===== config.mk =====
export PLATFORM = sky130hd
export DESIGN_NAME = multicycle_control
export DESIGN_NICKNAME = d
export VERILOG_FILES = /design/src/rtl/ctrl_pkg.sv /design/src/rtl/opcode_classify.sv /design/src/rtl/multicycle_control.sv
export SDC_FILE = /design/constraint.sdc
export NUM_CORES = 1
export LEC_CHECK = 0
export BUFFER_PORTS_ARGS = -buffer_cell sky130_fd_sc_hd__buf_2
export CAP_MARGIN = 20
export CORE_MARGIN = 8
export CORE_UTILIZATION = 30
export DETAILED_ROUTE_END_ITERATION = 16
export PLACE_DENSITY = 0.6
export SYNTH_ARGS = -nofsm -noshare
export SYNTH_HDL_FRONTEND = slang
export SYNTH_HIERARCHICAL = 1
export SYNTH_SLANG_ARGS = --single-unit

===== constraint.sdc =====
create_clock -name clk -period 1.7 [get_ports clk]
set_input_delay 0 -clock clk [delete_from_list [all_inputs] [get_ports clk]]
set_output_delay 0 -clock clk [all_outputs]
set_load 0.005 [all_outputs]

===== src/rtl/ctrl_pkg.sv =====
`default_nettype none
// ============================================================================
// Module : ctrl_pkg
// Brief  : Shared opcodes, state/class enums and select encodings for the
//          RV32I control path.
// Rev    : 1.0
// ============================================================================
package ctrl_pkg;

  localparam logic [6:0] OPC_LOAD   = 7'd3;
  localparam logic [6:0] OPC_FENCE  = 7'd15;
  localparam logic [6:0] OPC_OPIMM  = 7'd19;
  localparam logic [6:0] OPC_AUIPC  = 7'd23;
  localparam logic [6:0] OPC_STORE  = 7'd35;
  localparam logic [6:0] OPC_OP     = 7'd51;
  localparam logic [6:0] OPC_LUI    = 7'd55;
  localparam logic [6:0] OPC_BRANCH = 7'd99;
  localparam logic [6:0] OPC_JALR   = 7'd103;
  localparam logic [6:0] OPC_JAL    = 7'd111;
  localparam logic [6:0] OPC_SYSTEM = 7'd115;

  typedef enum logic [2:0] {
    S_IDLE   = 3'd0,
    S_FETCH  = 3'd1,
    S_DECODE = 3'd2,
    S_EXEC   = 3'd3,
    S_MEM    = 3'd4,
    S_WB     = 3'd5,
    S_TRAP   = 3'd6
  } state_t;

  typedef enum logic [3:0] {
    CL_ILLEGAL = 4'd0,
    CL_LOAD    = 4'd1,
    CL_STORE   = 4'd2,
    CL_OPIMM   = 4'd3,
    CL_OP      = 4'd4,
    CL_LUI     = 4'd5,
    CL_AUIPC   = 4'd6,
    CL_BRANCH  = 4'd7,
    CL_JUMP    = 4'd8,
    CL_FENCE   = 4'd9,
    CL_SYSTEM  = 4'd10
  } op_class_t;

  localparam logic [1:0] ALUOP_FUNCT  = 2'b00;
  localparam logic [1:0] ALUOP_BRANCH = 2'b01;
  localparam logic [1:0] ALUOP_ADD    = 2'b10;

  localparam logic [1:0] SRC1_RS1  = 2'b00;
  localparam logic [1:0] SRC1_ZERO = 2'b01;
  localparam logic [1:0] SRC1_PC   = 2'b10;

  localparam logic [1:0] WB_MEM = 2'b00;
  localparam logic [1:0] WB_ALU = 2'b01;
  localparam logic [1:0] WB_PC4 = 2'b10;

  localparam logic [1:0] CAUSE_ILLEGAL = 2'b00;
  localparam logic [1:0] CAUSE_ECALL   = 2'b01;
  localparam logic [1:0] CAUSE_BUS     = 2'b10;

endpackage
`default_nettype wire


===== src/rtl/opcode_classify.sv =====
`default_nettype none
// ============================================================================
// Module : opcode_classify
// Brief  : Combinational opcode to instruction-class decode with legal flag.
// Rev    : 1.0
// ============================================================================
module opcode_classify
  import ctrl_pkg::*;
#(
  parameter int SUPPORT_FENCE = 1
) (
  input  logic [6:0] opcode_i,
  output op_class_t  class_o,
  output logic       legal_o
);

  always_comb begin
    class_o = CL_ILLEGAL;
    case (opcode_i)
      OPC_LOAD:   class_o = CL_LOAD;
      OPC_STORE:  class_o = CL_STORE;
      OPC_OPIMM:  class_o = CL_OPIMM;
      OPC_OP:     class_o = CL_OP;
      OPC_LUI:    class_o = CL_LUI;
      OPC_AUIPC:  class_o = CL_AUIPC;
      OPC_BRANCH: class_o = CL_BRANCH;
      OPC_JAL:    class_o = CL_JUMP;
      OPC_JALR:   class_o = CL_JUMP;
      OPC_SYSTEM: class_o = CL_SYSTEM;
      OPC_FENCE: begin
        if (SUPPORT_FENCE != 0) class_o = CL_FENCE;
      end
      default:    class_o = CL_ILLEGAL;
    endcase
    // SYSTEM is recognised only so the caller can report it as ECALL/EBREAK
    legal_o = (class_o != CL_ILLEGAL) && (class_o != CL_SYSTEM);
  end

endmodule
`default_nettype wire


===== src/rtl/multicycle_control.sv =====
`default_nettype none
// ============================================================================
// Module : multicycle_control
// Brief  : Multi-cycle RV32I control FSM with memory handshakes and traps.
// Rev    : 1.0
// ============================================================================
module multicycle_control
  import ctrl_pkg::*;
#(
  parameter int TIMEOUT       = 16,
  parameter int SUPPORT_FENCE = 1
) (
  input  logic       clk,
  input  logic       rst_n,
  input  logic [6:0] opCode,
  input  logic       imemReady,
  input  logic       dmemReady,
  input  logic       branchTaken,
  output logic       imemReq,
  output logic       dmemReq,
  output logic       irWe,
  output logic       pcWe,
  output logic       branch,
  output logic       forceJump,
  output logic       RAMwe,
  output logic       Regwe,
  output logic       ALUSrc2,
  output logic [1:0] ALUOp,
  output logic [1:0] ALUSrc1,
  output logic [1:0] RegWriteSrc,
  output logic       instrDone,
  output logic       trap,
  output logic [1:0] trapCause
);

  localparam int             CW       = (TIMEOUT > 0) ? $clog2(TIMEOUT + 1) : 1;
  localparam logic [CW-1:0]  CNT_LAST = (TIMEOUT > 0) ? CW'(TIMEOUT - 1) : '0;

  state_t          state_q, state_d;
  op_class_t       class_q, class_d;
  logic [CW-1:0]   cnt_q, cnt_d;
  logic [1:0]      cause_q, cause_d;

  op_class_t       dec_class;
  logic            dec_legal;
  logic            wait_expired;

  opcode_classify #(
    .SUPPORT_FENCE (SUPPORT_FENCE)
  ) u_classify (
    .opcode_i (opCode),
    .class_o  (dec_class),
    .legal_o  (dec_legal)
  );

  assign wait_expired = (TIMEOUT != 0) && (cnt_q == CNT_LAST);
  assign trapCause    = (state_q == S_TRAP) ? cause_q : 2'b00;

  always_ff @(posedge clk) begin
    if (!rst_n) begin
      state_q <= S_IDLE;
      class_q <= CL_ILLEGAL;
      cnt_q   <= '0;
      cause_q <= CAUSE_ILLEGAL;
    end else begin
      state_q <= state_d;
      class_q <= class_d;
      cnt_q   <= cnt_d;
      cause_q <= cause_d;
    end
  end

  always_comb begin
    state_d     = state_q;
    class_d     = class_q;
    cnt_d       = '0;
    cause_d     = cause_q;
    imemReq     = 1'b0;
    dmemReq     = 1'b0;
    irWe        = 1'b0;
    pcWe        = 1'b0;
    branch      = 1'b0;
    forceJump   = 1'b0;
    RAMwe       = 1'b0;
    Regwe       = 1'b0;
    ALUSrc2     = 1'b0;
    ALUOp       = ALUOP_FUNCT;
    ALUSrc1     = SRC1_RS1;
    RegWriteSrc = WB_MEM;
    instrDone   = 1'b0;
    trap        = 1'b0;

    case (state_q)
      S_IDLE: state_d = S_FETCH;

      // A ready in the final allowed cycle takes priority over the timeout
      S_FETCH: begin
        imemReq = 1'b1;
        if (imemReady) begin
          irWe    = 1'b1;
          state_d = S_DECODE;
        end else if (wait_expired) begin
          state_d = S_TRAP;
          cause_d = CAUSE_BUS;
        end else begin
          cnt_d = cnt_q + 1'b1;
        end
      end

      S_DECODE: begin
        class_d = dec_class;
        if (dec_legal) begin
          state_d = S_EXEC;
        end else begin
          state_d = S_TRAP;
          cause_d = (dec_class == CL_SYSTEM) ? CAUSE_ECALL : CAUSE_ILLEGAL;
        end
      end

      S_EXEC: begin
        case (class_q)
          CL_LOAD, CL_STORE: begin
            ALUOp   = ALUOP_ADD;
            state_d = S_MEM;
          end
          CL_OPIMM: state_d = S_WB;
          CL_OP: begin
            ALUSrc2 = 1'b1;
            state_d = S_WB;
          end
          CL_LUI: begin
            ALUOp   = ALUOP_ADD;
            ALUSrc1 = SRC1_ZERO;
            state_d = S_WB;
          end
          CL_AUIPC: begin
            ALUOp   = ALUOP_ADD;
            ALUSrc1 = SRC1_PC;
            state_d = S_WB;
          end
          CL_BRANCH: begin
            ALUOp     = ALUOP_BRANCH;
            ALUSrc2   = 1'b1;
            branch    = 1'b1;
            pcWe      = 1'b1;
            instrDone = 1'b1;
            state_d   = S_FETCH;
          end
          CL_JUMP: begin
            ALUOp   = ALUOP_ADD;
            state_d = S_WB;
          end
          CL_FENCE: begin
            pcWe      = 1'b1;
            instrDone = 1'b1;
            state_d   = S_FETCH;
          end
          default: begin
            state_d = S_TRAP;
            cause_d = CAUSE_ILLEGAL;
          end
        endcase
      end

      S_MEM: begin
        ALUOp   = ALUOP_ADD;
        dmemReq = 1'b1;
        RAMwe   = (class_q == CL_STORE);
        if (dmemReady) begin
          if (class_q == CL_STORE) begin
            pcWe      = 1'b1;
            instrDone = 1'b1;
            state_d   = S_FETCH;
          end else begin
            state_d = S_WB;
          end
        end else if (wait_expired) begin
          state_d = S_TRAP;
          cause_d = CAUSE_BUS;
        end else begin
          cnt_d = cnt_q + 1'b1;
        end
      end

      S_WB: begin
        Regwe     = 1'b1;
        pcWe      = 1'b1;
        instrDone = 1'b1;
        state_d   = S_FETCH;
        case (class_q)
          CL_LOAD: RegWriteSrc = WB_MEM;
          CL_JUMP: begin
            RegWriteSrc = WB_PC4;
            forceJump   = 1'b1;
          end
          default: RegWriteSrc = WB_ALU;
        endcase
      end

      S_TRAP: trap = 1'b1;

      default: state_d = S_IDLE;
    endcase
  end

endmodule
`default_nettype wire


# Word level (Yosys, flattened, before mapping)
# Index checks and enable logic that the tools add are counted.
[word_totals] regBits=14 in_bits=12
[op_classes] eq_ne=33 reduce_logical=13 muxes=43 add_sub_neg=1
[op_table] cell="4-bit one-hot mux with 10 select lines" count=1
[op_table] cell="7-bit equality test (second input constant)" count=4
[op_table] cell="7-bit by 6-bit equality test with 1-bit output (second input constant)" count=3
[op_table] cell="3-bit one-hot mux with 6 select lines" count=1
[op_table] cell="1-bit 2-to-1 mux" count=17
[op_table] cell="4-bit by 3-bit equality test with 1-bit output (second input constant)" count=4
[op_table] cell="2-bit 2-to-1 mux" count=8
[op_table] cell="2-bit one-hot mux with 2 select lines" count=4
[op_table] cell="3-bit 2-to-1 mux" count=5
[op_table] cell="5-bit 2-to-1 mux" count=3
[op_table] cell="7-bit by 5-bit equality test with 1-bit output (second input constant)" count=2
[op_table] cell="4-bit equality test (second input constant)" count=3
[op_table] cell="5-bit one-hot mux with 2 select lines" count=1
[op_table] cell="2-bit OR reduction" count=5
[op_table] cell="5-bit OR reduction" count=2
[op_table] cell="3-bit equality test (second input constant)" count=3
[op_table] cell="3-bit one-hot mux with 3 select lines" count=1
[op_table] cell="9-bit OR reduction" count=1
[op_table] cell="4-bit by 2-bit equality test with 1-bit output (second input constant)" count=2
[op_table] cell="2-bit != test (second input constant)" count=4
[op_table] cell="2-bit one-hot mux with 4 select lines" count=1
[op_table] cell="4-bit nonzero test" count=2
[op_table] cell="7-bit by 2-bit equality test with 1-bit output (second input constant)" count=1
[op_table] cell="7-bit by 4-bit equality test with 1-bit output (second input constant)" count=1
[op_table] cell="10 further kinds" count=11

# Logic depth before layout (Yosys ltp)
# Gate-level depths: netlist of the first run.
[depth] word_depth=7 depth_mapped=7 ltp_nobuf=7

# Hierarchy
# Netlist of the first run, hierarchy kept.
[by_module_without_submodules] module="multicycle_control" instances=1 area_each_um2=975.9 cells_per_inst=129
[by_module_without_submodules] module="opcode_classify" instances=1 area_each_um2=200.2 cells_per_inst=25

# Least setup slack after synthesis of the first run
# OpenSTA, ideal clock, no wires.
[synth_timing] path_kind="flip-flop to flip-flop" startpoint="register state_q[0]" endpoint="register cause_q[0]" setup_slack_ns=0.161 t_required_ns=1.628 n_path_buf=1 stages_incl_launch_ff=6 t_arrival_ns=1.468 cell_sequence="dfxtp_1 buf_6 or4b_1 o221a_2 a211oi_2 mux2i_1"
[synth_via] elab_chain_len=3 word_cells_on_any_way=11 classes_between="eq/ne: 8; mux: 1; reduce/logical: 2"
[synth_rtl] item="start: declaration" line_no="multicycle_control.sv:39" source="state_t state_q, state_d;"
[synth_rtl] item="start signal: assignment" line_no="multicycle_control.sv:66" source="state_q <= state_d;"
[synth_rtl] item="3-bit equality test, or another cell as far along" line_no="multicycle_control.sv:93" source="case (state_q)"
[synth_rtl] item="4-bit nonzero test (no source line) / 2-bit != test (equally long branches)"
[synth_rtl] item="5-bit AND reduction (no source line)"
[synth_rtl] item="end signal: assignment" line_no="multicycle_control.sv:69" source="cause_q <= cause_d;"
[synth_rtl] item="end: declaration" line_no="multicycle_control.sv:42" source="logic [1:0] cause_q, cause_d;"
# Several ways; a longest one is shown, not always the timed one.
# A chain may end at the register's enable or synchronous reset.

# Worst setup path after layout of the first run
[layout_timing] startpoint="register state_q[0]" endpoint="output ALUSrc1[0]"
[layout_via] elab_chain_len=2
[layout_rtl] item="3-bit by 2-bit equality test with 1-bit output" line_no="multicycle_control.sv:93"
[layout_rtl] item="2-bit 2-to-1 mux" line_no="multicycle_control.sv:93"
[layout_rtl] item="end: declaration" line_no="multicycle_control.sv:29" source="output logic [1:0] ALUSrc1,"
# Every way passes these cells.

==> summary.txt, run 1 <==
Worst setup path
  • CP max FO: 11
  • Crit end category: output port
  • Crit path launch type: flip-flop
  • Arrival time worst endpoint: 1590 ps
  • Setup CP Type: flip-flop to output port
  • FF-to-FF setup slack: 150 ps
  • R2R depth: 4
  • Worst path required time: 1700 ps

Synth
  • Sequential fraction of the synthesis area: 23.83%
  • Number of enable flip-flop cells after synthesis: 0
  • Post-Synthesis Cells: 154
  • Synth Flop Type: dfxtp_1
  • Distinct cells, synth: 51
  • Syn_nets: 167
  • Mapped Area: 1176 um^2
  • Asr flop ratio synth: 0%
  • Mean Syn Cell Area: 7.637 um^2
  • Syn. warnings: 6
  • Yosys reg bits: 14

Global routing
  • Initial antenna violation count: 0
  • Vias in the first global route: 1,067
  • Gr busiest metal: met2
  • M2 GR Usage: 13.17%
  • GRT Total Usage: 9.257%
  • Met1 GRT Util: 12.68%
  • First-pass GRT wire length: 4857 um
  • Largest net degree at the start of global routing: 17
  • Grt met3 use: 2.847%
  • Total grt overflow: 0

Finish
  • Synth-to-layout area growth: 22.98%
  • FILL cells: 407
  • Final nets: 197
  • Share of cells above drive strength 1: 31.15%
  • Antenna Cells: 0
  • Post-layout instance area: 1446 um^2

CTS
  • CTS max path bufs: 2
  • CTS Sinks: 14
  • # H-tree levels: 1
  • Post_cts resized: 1
  • Setup bufs post-CTS: 0
  • Clock root cell: clkbuf_8
  • Worst-Skew Late Latency: 240 ps
  • CTS tree: yes
  • Num CTS Buffers: 3
  • Cts hold-fix bufs: 0
  • Clock-pin slew on the worst setup and hold paths: 60 ps

Detailed routing
  • DRC: 0
  • Vias: 1,167
  • Via-per-instance ratio: 5.052
  • WL/cell: 12.52 um
  • Number of DRC markers in iteration 0: 66
  • WL final: 2891 um
  • Drt pass-1 iters: 4
  • Antenna-violating nets left: 0

Floorplan
  • Die Span X: 78.62 um
  • Initial Utilization: 31.65%
  • Die area: 6180 um^2
  • Die Y: 78.62 um
  • Core Area: 3716 um^2
  • IO Count: 31
  • Row cnt: 22

Placement
  • Post-Place Setup Slack: 125.0 ps
  • Placed Area: 1378 um^2
  • I/O Buffers: 29
  • GP Congestion: 0.7985
  • HPWL after DPL: 2262 um

Min path
  • Hold Path Stages: 3
  • Hold crit path type: primary input to flip-flop

STA
  • Worst-margin pin slew: 406.7 ps
  • Slew HR: 72.85%
  • Tcrit/Tclk final: 93.66%
  • RSZ-0062 raised after global routing: yes
  • Final Max Tran Viols: 0
  • Final hold violations: 0
  • Setup WS post-layout: 107.8 ps
  • Worst Clk Skew: 1.440 ps
  • Crit path time final: 1592 ps
  • Fmax: 628.1 MHz
  • Worst hold slack: 83.95 ps
  • Setup Viol. Count Final: 0

Power
  • Pwr dens: 879.5 nW/um^2
  • Peak supply drop: 251.9 uV
  • Final total power: 1.272 mW
  • Leakage: 0.6102 nW

Outcome
  • Outcome: complete, no violations

Run
  • # Max-Cap Violations: 0
## final timing paths
| kind | from | end |
|---|---|---|
| min | rst_n | cause_q[0]$_SDFFE_PN0P_ |
| min reg2reg | cnt_q[0]$_SDFF_PN0_ | cnt_q[0]$_SDFF_PN0_ |
| max | state_q[0]$_SDFFE_PN0N_ | ALUSrc1[0] |
| max reg2reg | state_q[0]$_SDFFE_PN0N_ | cause_q[0]$_SDFFE_PN0P_ |
## report_power, final
| part | leakage [nW] | switching (mW) | internal, mW | total, mW |
|---|---|---|---|---|
| Clock | 0.0288 | 0.118 | 0.205 | 0.323 |
| Combinational | 0.467 | 0.291 | 0.251 | 0.542 |
| Sequential | 0.114 | 0.0405 | 0.366 | 0.407 |
## layout by cell type (no fill, tap or decap), types with 2 or more instances in the layout
master,count
nor2b_1,3
o21ai_0,8
nand3b_1,2
or2_2,4
nand3_1,5
dfxtp_2,2
a21oi_1,6
o21a_1,3
and3_1,5
nand2b_1,6
o32ai_2,2
o22ai_1,3
nand2_1,13
buf_2,29
nor3_1,5
buf_4,7
nor2_1,15
clkbuf_8,4
and3b_1,2
nor3b_1,4
xor2_1,3
a22oi_1,3
dfxtp_1,12
and2_1,6
inv_1,3
## logic make-up after synthesis
| logic type | count (synthesis) | synth area share (%) |
|---|---|---|
| AOI/OAI and AO/OA | 36 | 22.13 |
| xor gates and xnor gates | 4 | 2.979 |
| adders and majority gates | 1 | 1.064 |
| buffers and inverters | 14 | 5.744 |
| DFF | 14 | 23.83 |
| muxes | 2 | 2.127 |
| and+or+nand+nor | 83 | 42.13 |
## metal layers
| metal | wire length, um | vias up |
|---|---|---|
| met5 | 0 | - |
| met4 | 29 | 0 |
| met3 | 226 | 4 |
| met2 | 1178 | 28 |
| met1 | 1457 | 523 |
| li1 | - | 612 |
## state kept, by name, summed over array words and instances (netlist names)
name and flops:
class_q 4, cause_q 2, state_q 3, cnt_q 5
## cell usage after synthesis, types with 2 or more instances
cell type   n  area share (%)
nor2b_1     3             1.6
o22ai_1     3             1.6
nand2b_1    6             3.2
or2_2       4             2.1
nand3_1     5             2.1
a22oi_1     3             1.9
o21a_1      3             1.9
inv_1       3            0.96
o21ai_0     8             3.4
and2_1      6             3.2
buf_4       2             1.3
clkbuf_1    8             2.6
nor3_1      5             2.1
xor2_1      3             2.2
and3b_1     2             1.5
o32ai_2     2             2.8
nor2_1     15             4.8
nor3b_1     5             3.2
a21oi_1     6             2.6
nand3b_1    2             1.3
and3_1      5             2.7
dfxtp_1    14              24
nand2_1    13             4.1
## worst max-delay path, stage by stage (launching register included)
cell,delay [ps]
dfxtp_2,380
buf_4,190
nand3b_1,200
nor3b_4,270
nand2_1,90
nor2_1,100
buf_2,120
## per-stage QoR
stage               util (%)  instances  TNS [ps]
global route           38.92        231    -21.43
CTS                    38.69        231         0
finish                 38.92        231         0
floorplan                  -        154         0
detailed placement     37.07        227         0
global placement       37.07        227         0
## area by class of cell
cell class                 count  area [um^2]  share of cell area (%)
clock buffer                   4        55.05                   3.806
multi-input combinational    126        839.6                   58.04
inverter                       3        11.26                  0.7785
sequential                    14        282.8                   19.55
tap                           48        60.06                   4.152
timing repair buffer          36        197.7                   13.67
(Power assumes the default switching activity.)
==> inputs of run 2 (changes only) <==
CORE_ASPECT_RATIO = 0.9   (was default)
==> summary.txt, run 2 (synthesized netlist as in run 1, its figures left out) <==
Outcome
  • Outcome: complete, no violations

Worst setup path
  • Crit end category: output port
  • Arrival time worst endpoint: 1570 ps
  • Crit-path slowest cell: dfxtp_1
  • Crit path cell chain: buf_4 > nand3b_1 > buf_4 > nor3b_4 > and3b_1 > buf_2
  • Setup CP Type: flip-flop to output port
  • Most Frequent Cell on Critical Path: buf_4
  • CP max stage delay: 380 ps
  • Worst R2R Start: state_q[2]$_SDFFE_PN0N_
  • Crit path launch: state_q[0]$_SDFFE_PN0N_
  • Worst path required time: 1700 ps
  • Crit path launch type: flip-flop
  • CP max FO: 11

Power
  • Leakage: 0.6180 nW
  • Peak supply drop: 303.7 uV
  • Pwr dens: 851.6 nW/um^2
  • Seq pwr share: 32.8%
  • Sw frac: 36.20%
  • Internal Power: 0.7913 mW
  • Sw Pwr: 0.4489 mW
  • Clk pwr share: 21.9%
  • Logic gate share of total power: 45.3%

STA
  • Tcrit/Tclk final: 92.60%
  • Setup WS post-layout: 125.8 ps
  • Worst Clk Skew: 0.7588 ps
  • Fmax: 635.3 MHz
  • Worst hold slack: 84.14 ps
  • Crit path time final: 1574 ps
  • Final Max Tran Viols: 0
  • Slew HR: 74.43%
  • Setup Viol. Count Final: 0
  • Worst-margin pin slew: 378.2 ps
  • Final hold violations: 0

Detailed routing
  • Vias: 1,163
  • WL final: 2965 um
  • DRC: 0
  • Via-per-instance ratio: 5.035
  • WL/cell: 12.84 um
  • Number of DRC markers in iteration 0: 68
  • Antenna-violating nets left: 0
  • Drt pass-1 iters: 4

Finish
  • Final nets: 200
  • Final Non-Filler Cells: 231
  • Max reg flops: 5
  • Synth-to-layout area growth: 23.83%
  • Share of cells above drive strength 1: 32.43%
  • FILL cells: 404
  • Reg with most FFs: cnt_q
  • Biggest regs: cnt_q: 5 flops, class_q: 4 flops, state_q: 3 flops
  • Commonest non-fill, non-tap cells in the layout: 29 x buf_2, 15 x nor2_1, 13 x nand2_1
  • Commonest non-fill, non-tap cell in the layout: buf_2
  • Antenna Cells: 0

CTS
  • CTS tree: yes
  • CTS max path bufs: 2
  • Clock-pin slew on the worst setup and hold paths: 60 ps
  • Clock root cell: clkbuf_8
  • # H-tree levels: 1
  • Worst-Skew Late Latency: 240 ps
  • Num CTS Buffers: 3
  • CTS Sinks: 14
  • Cts hold-fix bufs: 0

Run
  • # Max-Cap Violations: 0

Global routing
  • Largest net degree at the start of global routing: 14
  • Vias in the first global route: 1,050
  • GRT Total Usage: 9.566%
  • Initial antenna violation count: 0
  • Total grt overflow: 0
  • First-pass GRT wire length: 4836 um

Floorplan
  • Core Area: 3731 um^2
  • Die area: 6183 um^2
  • Row cnt: 21
  • Die Y: 75.40 um
  • Die Span X: 82 um
  • Initial Utilization: 31.52%
  • IO Count: 31

Min path
  • Min-delay src: rst_n
  • Hold crit path type: primary input to flip-flop

Placement
  • GP Congestion: 0.8551
  • HPWL after DPL: 2322 um
  • Placed insts: 228
  • I/O Buffers: 29
  • Post-Place Setup Slack: 138.4 ps
-- run 2: critical path: cells and delay by family, from the launching register on --
family / cells / cell delay, ps
AND/OR/NAND/NOR: 3 / 490
flip-flops: 1 / 380
buffers and inverters: 3 / 470
-- run 2: worst paths after layout --
path | end | slack, ps | cells past startpoint
min reg2reg | cnt_q[0]$_SDFF_PN0_ | 450 | 1
max reg2reg | cause_q[0]$_SDFFE_PN0P_ | 140 | 4
max | ALUSrc1[1] | 130 | 6
min | cause_q[0]$_SDFFE_PN0P_ | 80 | 3
-- run 2: area by class of cell --
| cell class | count | area [um^2] | share of cell area [%] |
|---|---|---|---|
| Timing Repair Buffer | 39 | 220.2 | 15.12 |
| Sequential cell | 14 | 286.5 | 19.67 |
| Multi-Input combinational cell | 126 | 839.6 | 57.65 |
| Inverter | 3 | 11.26 | 0.7732 |
| Clock buffer | 3 | 41.29 | 2.835 |
| Tap cell | 46 | 57.56 | 3.952 |
-- run 2: power groups by stage --
stage | logic [mW] | registers (mW) | clock network, mW
3_5_place_dp | 0.558 | 0.412 | 0
2_1_floorplan | 0.386 | 0.395 | 0
3_3_place_gp | 0.559 | 0.416 | 0
4_1_cts | 0.559 | 0.405 | 0.275
5_1_grt | 0.626 | 0.415 | 0.292
6_report | 0.561 | 0.407 | 0.272
-- run 2: what timing repair did --
action                     CTS  global route
setup endpoints to repair    7             7
setup buffers                0             0
gates resized for setup      3             3
-- run 2: stage by stage --
step	utilization [%]	cell area, um^2	power [mW]	setup TNS, ps
2_1_floorplan	-	1176	0.7806	0
3_3_place_gp	37.46	1398	0.9750	0
3_5_place_dp	37.46	1398	0.9699	0
4_1_cts	38.77	1446	1.239	0
5_1_grt	39.03	1456	1.332	-68.39
6_report	39.03	1456	1.240	0
-- run 2: metal layers --
metal	part of all wire (%)	wire length, um	vias to the layer above	track usage, %
met5	0	0	-	0
met4	0.88	26	0	3.696
met3	5.8	173	4	1.297
met2	40	1185	29	13.49
met1	53	1579	513	14.09
li1	-	-	617	-
